**config.mk**
```make
export PLATFORM = sky130hd
export DESIGN_NAME = branch_resolver
export DESIGN_NICKNAME = d
export VERILOG_FILES = /design/src/rtl/branch_resolver.sv
export SDC_FILE = /design/constraint.sdc
export NUM_CORES = 1
export LEC_CHECK = 0
export CAP_MARGIN = 30
export CORE_MARGIN = 2
export CORE_UTILIZATION = 50
export DETAILED_ROUTE_END_ITERATION = 10
export PLACE_DENSITY = 0.73
export SLEW_MARGIN = 20
export SYNTH_ARGS = -nofsm -noshare
export SYNTH_HDL_FRONTEND = slang
export SYNTH_SLANG_ARGS = --single-unit
export TNS_END_PERCENT = 30
```
**constraint.sdc**
```tcl
create_clock -name CLK -period 4.3 [get_ports CLK]
set_input_delay 0.43 -clock CLK [delete_from_list [all_inputs] [get_ports CLK]]
set_output_delay 0.43 -clock CLK [all_outputs]
set_load 0.02 [all_outputs]
```
**src/rtl/branch_resolver.sv**
```systemverilog
// Pipeline-side branch predictor client: BTB lookup, next-PC select, in-flight
// prediction FIFO, and resolution-time training, flush and redirect.
module branch_resolver #(
  parameter int DEPTH = 4,
  parameter int IDXW  = 4
) (
  input  logic            CLK,
  input  logic            nRST,
  input  logic            fetch_en,
  input  logic [31:0]     fetch_pc,
  input  logic            fetch_is_br,
  output logic [31:0]     next_pc,
  output logic            stall,
  input  logic            ex_resolve,
  input  logic            ex_taken,
  input  logic [31:0]     ex_target,
  output logic            flush,
  output logic [31:0]     redirect_pc,
  output logic [IDXW-1:0] index_I,
  input  logic            predict,
  input  logic [31:0]     br_target_O,
  input  logic [IDXW-1:0] index_O,
  output logic            br,
  output logic [IDXW-1:0] index_update,
  output logic            br_taken,
  output logic [31:0]     br_target_I,
  output logic [15:0]     br_count,
  output logic [15:0]     mis_count,
  output logic            err_underflow
);

  localparam int PTRW = (DEPTH > 1) ? $clog2(DEPTH) : 1;
  localparam int CNTW = PTRW + 1;

  logic [IDXW-1:0] ent_index  [DEPTH];
  logic            ent_pred   [DEPTH];
  logic [31:0]     ent_target [DEPTH];
  logic [31:0]     ent_pc4    [DEPTH];

  logic [PTRW-1:0] wr_ptr;
  logic [PTRW-1:0] rd_ptr;
  logic [CNTW-1:0] count;

  logic        full;
  logic        empty;
  logic        push;
  logic        pop;
  logic        mispredict;
  logic [31:0] correct_pc;

  assign index_I = fetch_pc[IDXW+1:2];
  assign next_pc = (fetch_is_br && predict) ? br_target_O : fetch_pc + 32'd4;

  assign full  = (count == CNTW'(DEPTH));
  assign empty = (count == '0);
  assign stall = full && fetch_is_br;

  // The flush cycle itself accepts no pushes: that fetch is on the squashed path.
  assign push = fetch_en && fetch_is_br && !full && !flush;
  assign pop  = ex_resolve && !empty;

  assign mispredict = (ent_pred[rd_ptr] != ex_taken) ||
                      (ex_taken && (ent_target[rd_ptr] != ex_target));
  assign correct_pc = ex_taken ? ex_target : ent_pc4[rd_ptr];

  always_ff @(posedge CLK) begin
    if (push) begin
      ent_index[wr_ptr]  <= index_O;
      ent_pred[wr_ptr]   <= predict;
      ent_target[wr_ptr] <= br_target_O;
      ent_pc4[wr_ptr]    <= fetch_pc + 32'd4;
    end
  end

  // A mispredict squashes every younger entry, including one pushed on the same edge.
  always_ff @(posedge CLK or negedge nRST) begin
    if (!nRST) begin
      wr_ptr <= '0;
      rd_ptr <= '0;
      count  <= '0;
    end else if (pop && mispredict) begin
      wr_ptr <= '0;
      rd_ptr <= '0;
      count  <= '0;
    end else begin
      if (push) wr_ptr <= wr_ptr + PTRW'(1);
      if (pop)  rd_ptr <= rd_ptr + PTRW'(1);
      case ({push, pop})
        2'b10:   count <= count + CNTW'(1);
        2'b01:   count <= count - CNTW'(1);
        default: count <= count;
      endcase
    end
  end

  always_ff @(posedge CLK or negedge nRST) begin
    if (!nRST) begin
      br           <= 1'b0;
      flush        <= 1'b0;
      redirect_pc  <= '0;
      index_update <= '0;
      br_taken     <= 1'b0;
      br_target_I  <= '0;
    end else begin
      br          <= pop;
      flush       <= pop && mispredict;
      redirect_pc <= (pop && mispredict) ? correct_pc : 32'd0;
      if (pop) begin
        index_update <= ent_index[rd_ptr];
        br_taken     <= ex_taken;
        br_target_I  <= ex_target;
      end
    end
  end

  always_ff @(posedge CLK or negedge nRST) begin
    if (!nRST) begin
      br_count      <= '0;
      mis_count     <= '0;
      err_underflow <= 1'b0;
    end else begin
      if (pop && (br_count != 16'hFFFF)) br_count <= br_count + 16'd1;
      if (pop && mispredict && (mis_count != 16'hFFFF)) mis_count <= mis_count + 16'd1;
      if (ex_resolve && empty) err_underflow <= 1'b1;
    end
  end

endmodule
```
* Word-level counts from Yosys, hierarchy flattened *
Memory sizes are Yosys's and may differ from the RTL's. A register that Yosys moved wholly into a read port is not among the register bits.
Cells that the tools add are included.

word-level totals
  RAM bits = 276
  memories = 4
  output and inout port bits = 141
  logic and storage cells = 60
  input port bits = 107
  flip-flop bits (word level) = 107

memory list
  memory      depth  width  rd ports  clocked after memory_dff  write ports  line  text
  ent_pc4     4      32     1         0                         1            38    logic [31:0] ent_pc4 [DEPTH];
  ent_target  4      32     1         0                         1            37    logic [31:0] ent_target [DEPTH];
  ent_index   4      4      1         1                         1            35    logic [IDXW-1:0] ent_index [DEPTH];
  ent_pred    4      1      1         0                         1            36    logic ent_pred [DEPTH];

cells by class
  eq/ne operators = 7
  multiplexer cells = 11
  reductions and logical operators = 20
  $add $sub $neg = 7

operators with widths
  operator                                             number
  two-way mux 32 bit                                   3
  adder 16 x 1 -> 16 bit, second input constant        2
  adder 32 x 3 -> 32 bit, second input constant        1
  inequality test 16 bit, second input constant        2
  inequality test 32 bit                               1
  logical AND 1 bit                                    11
  two-way mux 2 bit                                    4
  one-hot mux 3 bit (2 select lines)                   1
  adder 2 x 1 -> 2 bit, second input constant          2
  logical NOT 1 bit                                    4
  nonzero test 2 bit                                   2
  adder 3 x 1 -> 3 bit, second input constant          1
  equality test 3 bit, second input constant           1
  logical NOT 3 bit                                    1
  two-way mux 3 bit                                    1
  nonzero test 3 bit                                   1
  subtractor 3 x 1 -> 3 bit, second input constant     1
  equality test 2 x 1 -> 1 bit, second input constant  1
  equality test 2 bit, second input constant           1
  two-way mux 1 bit                                    2
  logical OR 1 bit                                     1
  inequality test 1 bit                                1

* Depth between registers and ports, before layout *
  depth in word-level cells = 7
  mapped depth = 13
  depth with buffers taken out = 8

* Worst setup path before layout *
OpenSTA, ideal clock, no wires.

  path kind = reg2reg
  start point = register count[0]
  end point = memory ent_index[0][0] (enable)
  stages on the path, launching flop included = 5
  path buffers = 1
  required time = 3.865 ns
  arrival = 2.687 ns
  clock period less this slack = 3.122 ns
  slack = 1.178 ns
  library setup time = 0.435 ns
  path through = dfrtp_1 > nor2_1 > a211oi_1 > clkbuf_1 > and2_1

on the way
  word-level cells in the longest chain between the ends = 6

RTL lines
  element                                  line  text
  start: declaration                       42    logic [CNTW-1:0] count;
  start signal: assignment                 89    2'b10: count <= count + CNTW'(1);
  start signal: assignment                 90    2'b01: count <= count - CNTW'(1);
  start signal: assignment                 91    default: count <= count;
  equality test 3 bit                      54    assign full = (count == CNTW'(DEPTH));
  logical NOT 1 bit                        59    assign push = fetch_en && fetch_is_br && !full && !flush;
  logical AND 1 bit (2 in a row)           59
  two-way mux 1 bit                        67    if (push) begin
  two-way mux 1 bit (not written as such)  68    ent_index[wr_ptr] <= index_O;
  end: declaration                         35

No other way between the ends.

* Worst setup path after layout *
  start point = input fetch_pc[2]
  end point = output next_pc[26]

on the way
  word-level cells in the longest chain between the ends = 2

RTL lines
  element                 line  text
  start: declaration      10    input logic [31:0] fetch_pc,
  adder 32 x 3 -> 32 bit  52    assign next_pc = (fetch_is_br && predict) ? br_target_O : fetch_pc + 32'd4;
  two-way mux 32 bit      52
  end: declaration        12    output logic [31:0] next_pc,

No other way between the ends.

==> report_table.html <==
<table>
<tr><th>Metric</th><th>Value</th></tr>
<tr><th colspan="2">Status</th></tr>
<tr><td>Outcome</td><td>finished, final reports clean</td></tr>
<tr><th colspan="2">Critical path</th></tr>
<tr><td>Required time of the critical path</td><td>3.87 ns</td></tr>
<tr><td>Worst R2R Path Depth</td><td>9</td></tr>
<tr><td>Startpoint of the most critical register-to-register path</td><td>rd_ptr[0]</td></tr>
<tr><td>FF-to-FF setup slack</td><td>0.65 ns</td></tr>
<tr><td>Launching instance or port of the critical path</td><td>fetch_pc[2]</td></tr>
<tr><td>Cell Chain, Critical Path</td><td>clkdlybuf4s50_1 &gt; ha_1 &gt; nand3_1 &gt; nor2_1 &gt; nand2_1 &gt; nor3_1 &gt; buf_4 &gt; nand3_1 &gt; xnor2_1 &gt; mux2_2 &gt; clkdlybuf4s50_1</td></tr>
<tr><td>Max FO, Critical Path</td><td>6</td></tr>
<tr><td>Slowest cell on the critical path</td><td>sky130_fd_sc_hd__clkdlybuf4s50_1</td></tr>
<tr><td>Kind of launch point of the worst setup path</td><td>input port</td></tr>
<tr><td>Reg-to-reg critical path endpoint</td><td>count[2]</td></tr>
<tr><td>Bufs and invs on worst path</td><td>3</td></tr>
<tr><td>Largest stage delay on the critical path</td><td>0.62 ns</td></tr>
<tr><td>Class of the most critical setup path</td><td>input port to output port</td></tr>
<tr><td>Arrival time at the worst endpoint</td><td>3.53 ns</td></tr>
<tr><td>Endpoint class of the critical path</td><td>output port</td></tr>
<tr><td>Kind of cell with the highest combined delay on the critical path</td><td>buffers and inverters</td></tr>
<tr><th colspan="2">Clock tree</th></tr>
<tr><td>TritonCTS clock tree</td><td>built</td></tr>
<tr><td>Clk_lat worst skew</td><td>0.52 ns</td></tr>
<tr><td>Post-CTS Setup Bufs</td><td>0</td></tr>
<tr><td>Number of buffers on the longest clock path</td><td>3</td></tr>
<tr><td>Number of hold buffers added after CTS</td><td>0</td></tr>
<tr><td>Resize count post-CTS</td><td>0</td></tr>
<tr><td>Total clock sinks</td><td>387</td></tr>
<tr><td>Worst-path clk slew</td><td>0.06 ns</td></tr>
<tr><td>Clock buffer count from CTS</td><td>39</td></tr>
<tr><td>CTS root buffer</td><td>sky130_fd_sc_hd__clkbuf_16</td></tr>
<tr><td>H-tree depth reported by CTS</td><td>2</td></tr>
<tr><th colspan="2">Global routing</th></tr>
<tr><td>GRT Overall Usage</td><td>0.2333</td></tr>
<tr><td>Pin count of the biggest net entering global routing</td><td>112</td></tr>
<tr><td>Antenna violations before repair</td><td>0</td></tr>
<tr><td>Total global routing overflow</td><td>0</td></tr>
<tr><td>Number of global-route vias before repair</td><td>9873</td></tr>
<tr><td>Global-route wire length before repair</td><td>58740 µm</td></tr>
<tr><th colspan="2">Timing</th></tr>
<tr><td>Min setup slack post-route</td><td>0.3400 ns</td></tr>
<tr><td>RSZ-0062 raised after global routing</td><td>no</td></tr>
<tr><td>Final Max Tran Viols</td><td>0</td></tr>
<tr><td>Final total negative setup slack</td><td>0 ns</td></tr>
<tr><td>Slew @ Worst Pin</td><td>0.6329 ns</td></tr>
<tr><td>Slew HR</td><td>0.5736</td></tr>
<tr><td># setup viols final</td><td>0</td></tr>
<tr><td>Worst hold slack across all endpoints</td><td>0.01771 ns</td></tr>
<tr><td>Highest clock frequency the design can meet</td><td>252.5 MHz</td></tr>
<tr><td>Worst-case clock skew</td><td>0.01977 ns</td></tr>
<tr><td>Final hold violations</td><td>0</td></tr>
<tr><td>Final worst path period need</td><td>3.960 ns</td></tr>
<tr><td>Final cycle utilization of the critical path</td><td>0.9209</td></tr>
<tr><th colspan="2">Logic synthesis</th></tr>
<tr><td>Top-area cell type share of the netlist area</td><td>0.5141</td></tr>
<tr><td>Area share of and/or/nand/nor cells after synthesis</td><td>0.08398</td></tr>
<tr><td>Primary flip-flop cell chosen by synthesis mapping</td><td>sky130_fd_sc_hd__edfxtp_1</td></tr>
<tr><td>Cell taking the most area after synthesis</td><td>sky130_fd_sc_hd__edfxtp_1</td></tr>
<tr><td>Post-synthesis area per instance</td><td>15.44 µm²</td></tr>
<tr><td>Synth Area in Adders</td><td>0.006675</td></tr>
<tr><td>Sequential fraction of the synthesis area</td><td>0.6864</td></tr>
<tr><td>Synthesized flop and latch total</td><td>387</td></tr>
<tr><td>Number of distinct library cell variants in the gate-level netlist after synthesis</td><td>50</td></tr>
<tr><td>Compound-Gate Fraction of Synth Area</td><td>0.02119</td></tr>
<tr><td>EDFF count, synth</td><td>276</td></tr>
<tr><td>Xor-xnor portion of the synthesized cell area</td><td>0.04455</td></tr>
<tr><td>Main combinational cell family by area after synthesis</td><td>multiplexers</td></tr>
<tr><td>Multiplexer share of the synthesized area</td><td>0.1403</td></tr>
<tr><td>Synthesis Warnings</td><td>0</td></tr>
<tr><td>Post-synthesis cell count</td><td>1044</td></tr>
<tr><td>Net count after synthesis</td><td>1159</td></tr>
<tr><td>Async set-or-reset flop fraction in the synthesized netlist</td><td>0.2868</td></tr>
<tr><td>Post-synth design cell area</td><td>16120 µm²</td></tr>
<tr><td>Top cells by area, synth</td><td>sky130_fd_sc_hd__edfxtp_1 (51%), sky130_fd_sc_hd__dfrtp_1 (17%), sky130_fd_sc_hd__mux4_2 (7.3%)</td></tr>
<tr><th colspan="2">Placed design</th></tr>
<tr><td>Total placed instance area</td><td>19200 µm²</td></tr>
<tr><td>Port-buffer cells</td><td>247</td></tr>
<tr><td>Count of placed standard cells including taps</td><td>1681</td></tr>
<tr><td>Post-DP HPWL</td><td>26290 µm</td></tr>
<tr><td>Placement Setup Slack</td><td>0.3276 ns</td></tr>
<tr><td>Final weighted congestion of routability-driven global placement</td><td>0.8335</td></tr>
<tr><th colspan="2">Detailed routing</th></tr>
<tr><td>Routed wire length on met2</td><td>18500 µm</td></tr>
<tr><td>Number of search-and-repair iterations in the first detailed-routing pass</td><td>5</td></tr>
<tr><td>Number of design-rule violations left by the first detailed-router iteration</td><td>691</td></tr>
<tr><td>Final wirelength</td><td>38890 µm</td></tr>
<tr><td>Met1 layer wirelength in the final routing</td><td>16630 µm</td></tr>
<tr><td>Vias</td><td>9853</td></tr>
<tr><td>Metal3 WL</td><td>2760 µm</td></tr>
<tr><td>Number of nets still failing antenna checks after routing</td><td>0</td></tr>
<tr><td>Vias/cell</td><td>5.630</td></tr>
<tr><td>Routed wire length per instance</td><td>22.22 µm</td></tr>
<tr><td>Top layer reached by signal wires</td><td>met4</td></tr>
<tr><td>Remaining DRCs</td><td>0</td></tr>
<tr><th colspan="2">Min path</th></tr>
<tr><td>Worst Hold Class</td><td>input port to asynchronous set/reset pin</td></tr>
<tr><th colspan="2">Flow run</th></tr>
<tr><td>Reported max-cap violation count</td><td>0</td></tr>
<tr><th colspan="2">Die</th></tr>
<tr><td>Core Box Area</td><td>31640 µm²</td></tr>
<tr><td>Total die area</td><td>33690 µm²</td></tr>
<tr><td>Die Y-Extent</td><td>183.6 µm</td></tr>
<tr><td>Horizontal extent of the die</td><td>183.6 µm</td></tr>
<tr><td>Num rows</td><td>65</td></tr>
<tr><td>Initial Utilization</td><td>0.5096</td></tr>
<tr><td>Top-level port count</td><td>248</td></tr>
<tr><th colspan="2">Final layout</th></tr>
<tr><td>Final layout net count</td><td>1435</td></tr>
<tr><td>Share of layout cells above drive strength 1</td><td>0.1432</td></tr>
<tr><td>Filler cell count in the final layout</td><td>2260</td></tr>
<tr><td>Signed area change from the synthesized netlist to the final layout</td><td>26.54%</td></tr>
<tr><td>Post-route cell area</td><td>20400 µm²</td></tr>
<tr><td>Most frequent cells in the layout</td><td>sky130_fd_sc_hd__edfxtp_1 (276), sky130_fd_sc_hd__clkdlybuf4s50_1 (245), sky130_fd_sc_hd__nand2_1 (144)</td></tr>
<tr><td>Most common cell after layout, fill and taps aside</td><td>sky130_fd_sc_hd__edfxtp_1</td></tr>
<tr><td>Final cell count without fillers</td><td>1750</td></tr>
<tr><td>Diodes inserted</td><td>0</td></tr>
<tr><th colspan="2">Power and ir drop</th></tr>
<tr><td>Highest ir drop seen on vdd</td><td>443.6 µV</td></tr>
<tr><td>Leak Pwr</td><td>0.007518 µW</td></tr>
<tr><td>Cell area power density</td><td>569.1 nW/µm²</td></tr>
</table>
==> worst register-to-register path: cells and delay by family (launching register included) <==
kind / cells / cell delay, ns
flip-flops: 1 / 0.84
buffers and inverters: 1 / 0.37
AND/OR/NAND/NOR: 4 / 0.82
multiplexers: 1 / 0.62
AO/OA/AOI/OAI: 2 / 0.56
XOR/XNOR: 1 / 0.38
==> per-stage QoR <==
stage / power [µW] / util
2_1_floorplan: 7001 / -
3_3_place_gp: 8427 / 0.6070
3_5_place_dp: 8494 / 0.6070
4_1_cts: 11710 / 0.6448
5_1_grt: 12140 / 0.6448
6_report: 11610 / 0.6448
==> area by class of cell <==
class,count,area [µm²],area share
Clock inverter,10,102.6,0.005030
Tap cell,402,503.0,0.02466
Clock buffer,59,1091,0.05349
Inverter,13,48.80,0.002392
Timing Repair Buffer,281,2783,0.1364
Sequential cell,387,11070,0.5428
Multi-Input combinational cell,598,4797,0.2352
==> synthesized netlist by cell type, types with 12 or more instances <==
master	count
sky130_fd_sc_hd__clkbuf_1	19
sky130_fd_sc_hd__edfxtp_1	276
sky130_fd_sc_hd__and3_1	12
sky130_fd_sc_hd__mux2_2	39
sky130_fd_sc_hd__mux2i_1	65
sky130_fd_sc_hd__nand2_1	145
sky130_fd_sc_hd__dfrtp_1	111
sky130_fd_sc_hd__mux4_2	52
sky130_fd_sc_hd__nor3_1	16
sky130_fd_sc_hd__buf_2	14
sky130_fd_sc_hd__xnor2_1	47
sky130_fd_sc_hd__nor2_1	56
sky130_fd_sc_hd__nand3_1	34
sky130_fd_sc_hd__o21ai_0	14
sky130_fd_sc_hd__xor2_1	35
==> sequential cells by signal, summed over array words and instances, names as in the netlist <==
| register | count |
|---|---|
| br | 1 |
| br_count | 16 |
| br_taken | 1 |
| br_target_I | 32 |
| count | 3 |
| ent_index | 16 |
| ent_pc4 | 128 |
| ent_pred | 4 |
| ent_target | 128 |
| err_underflow | 1 |
| flush | 1 |
| index_update | 4 |
| mis_count | 16 |
| rd_ptr | 2 |
| redirect_pc | 32 |
| wr_ptr | 2 |
==> cells by family after synthesis <==
kind of cell / count (synthesis)
XOR/XNOR: 82
flip-flops: 387
AND/OR/NAND/NOR: 302
buffers and inverters: 59
AO/OA/AOI/OAI: 50
multiplexers: 156
adder cells (fa/ha/maj): 8
==> layer usage <==
| metal | vias up | global-route usage |
|---|---|---|
| met4 | 0 | 0.06880 |
| met2 | 405 | 0.3805 |
| met3 | 60 | 0.04279 |
| met5 | - | 0 |
| met1 | 4958 | 0.3234 |
| li1 | 4430 | - |
==> worst max-delay path by stage <==
| stage | endpoint | depth (start not counted) |
|---|---|---|
| floorplan | ent_index[0][0] | 4 |
| global placement | next_pc[26] | 11 |
| detailed placement | next_pc[26] | 11 |
| CTS | next_pc[26] | 11 |
| global route | next_pc[26] | 11 |
| finish | next_pc[26] | 11 |
==> report_power, final <==
group	internal [µW]	leakage, µW	switching [µW]
clock	1870	0.000578	1340
sequential	4570	0.00392	370
combinational	1620	0.00302	1830
total	8070	0.00752	3540
(Power assumes the default switching activity.)
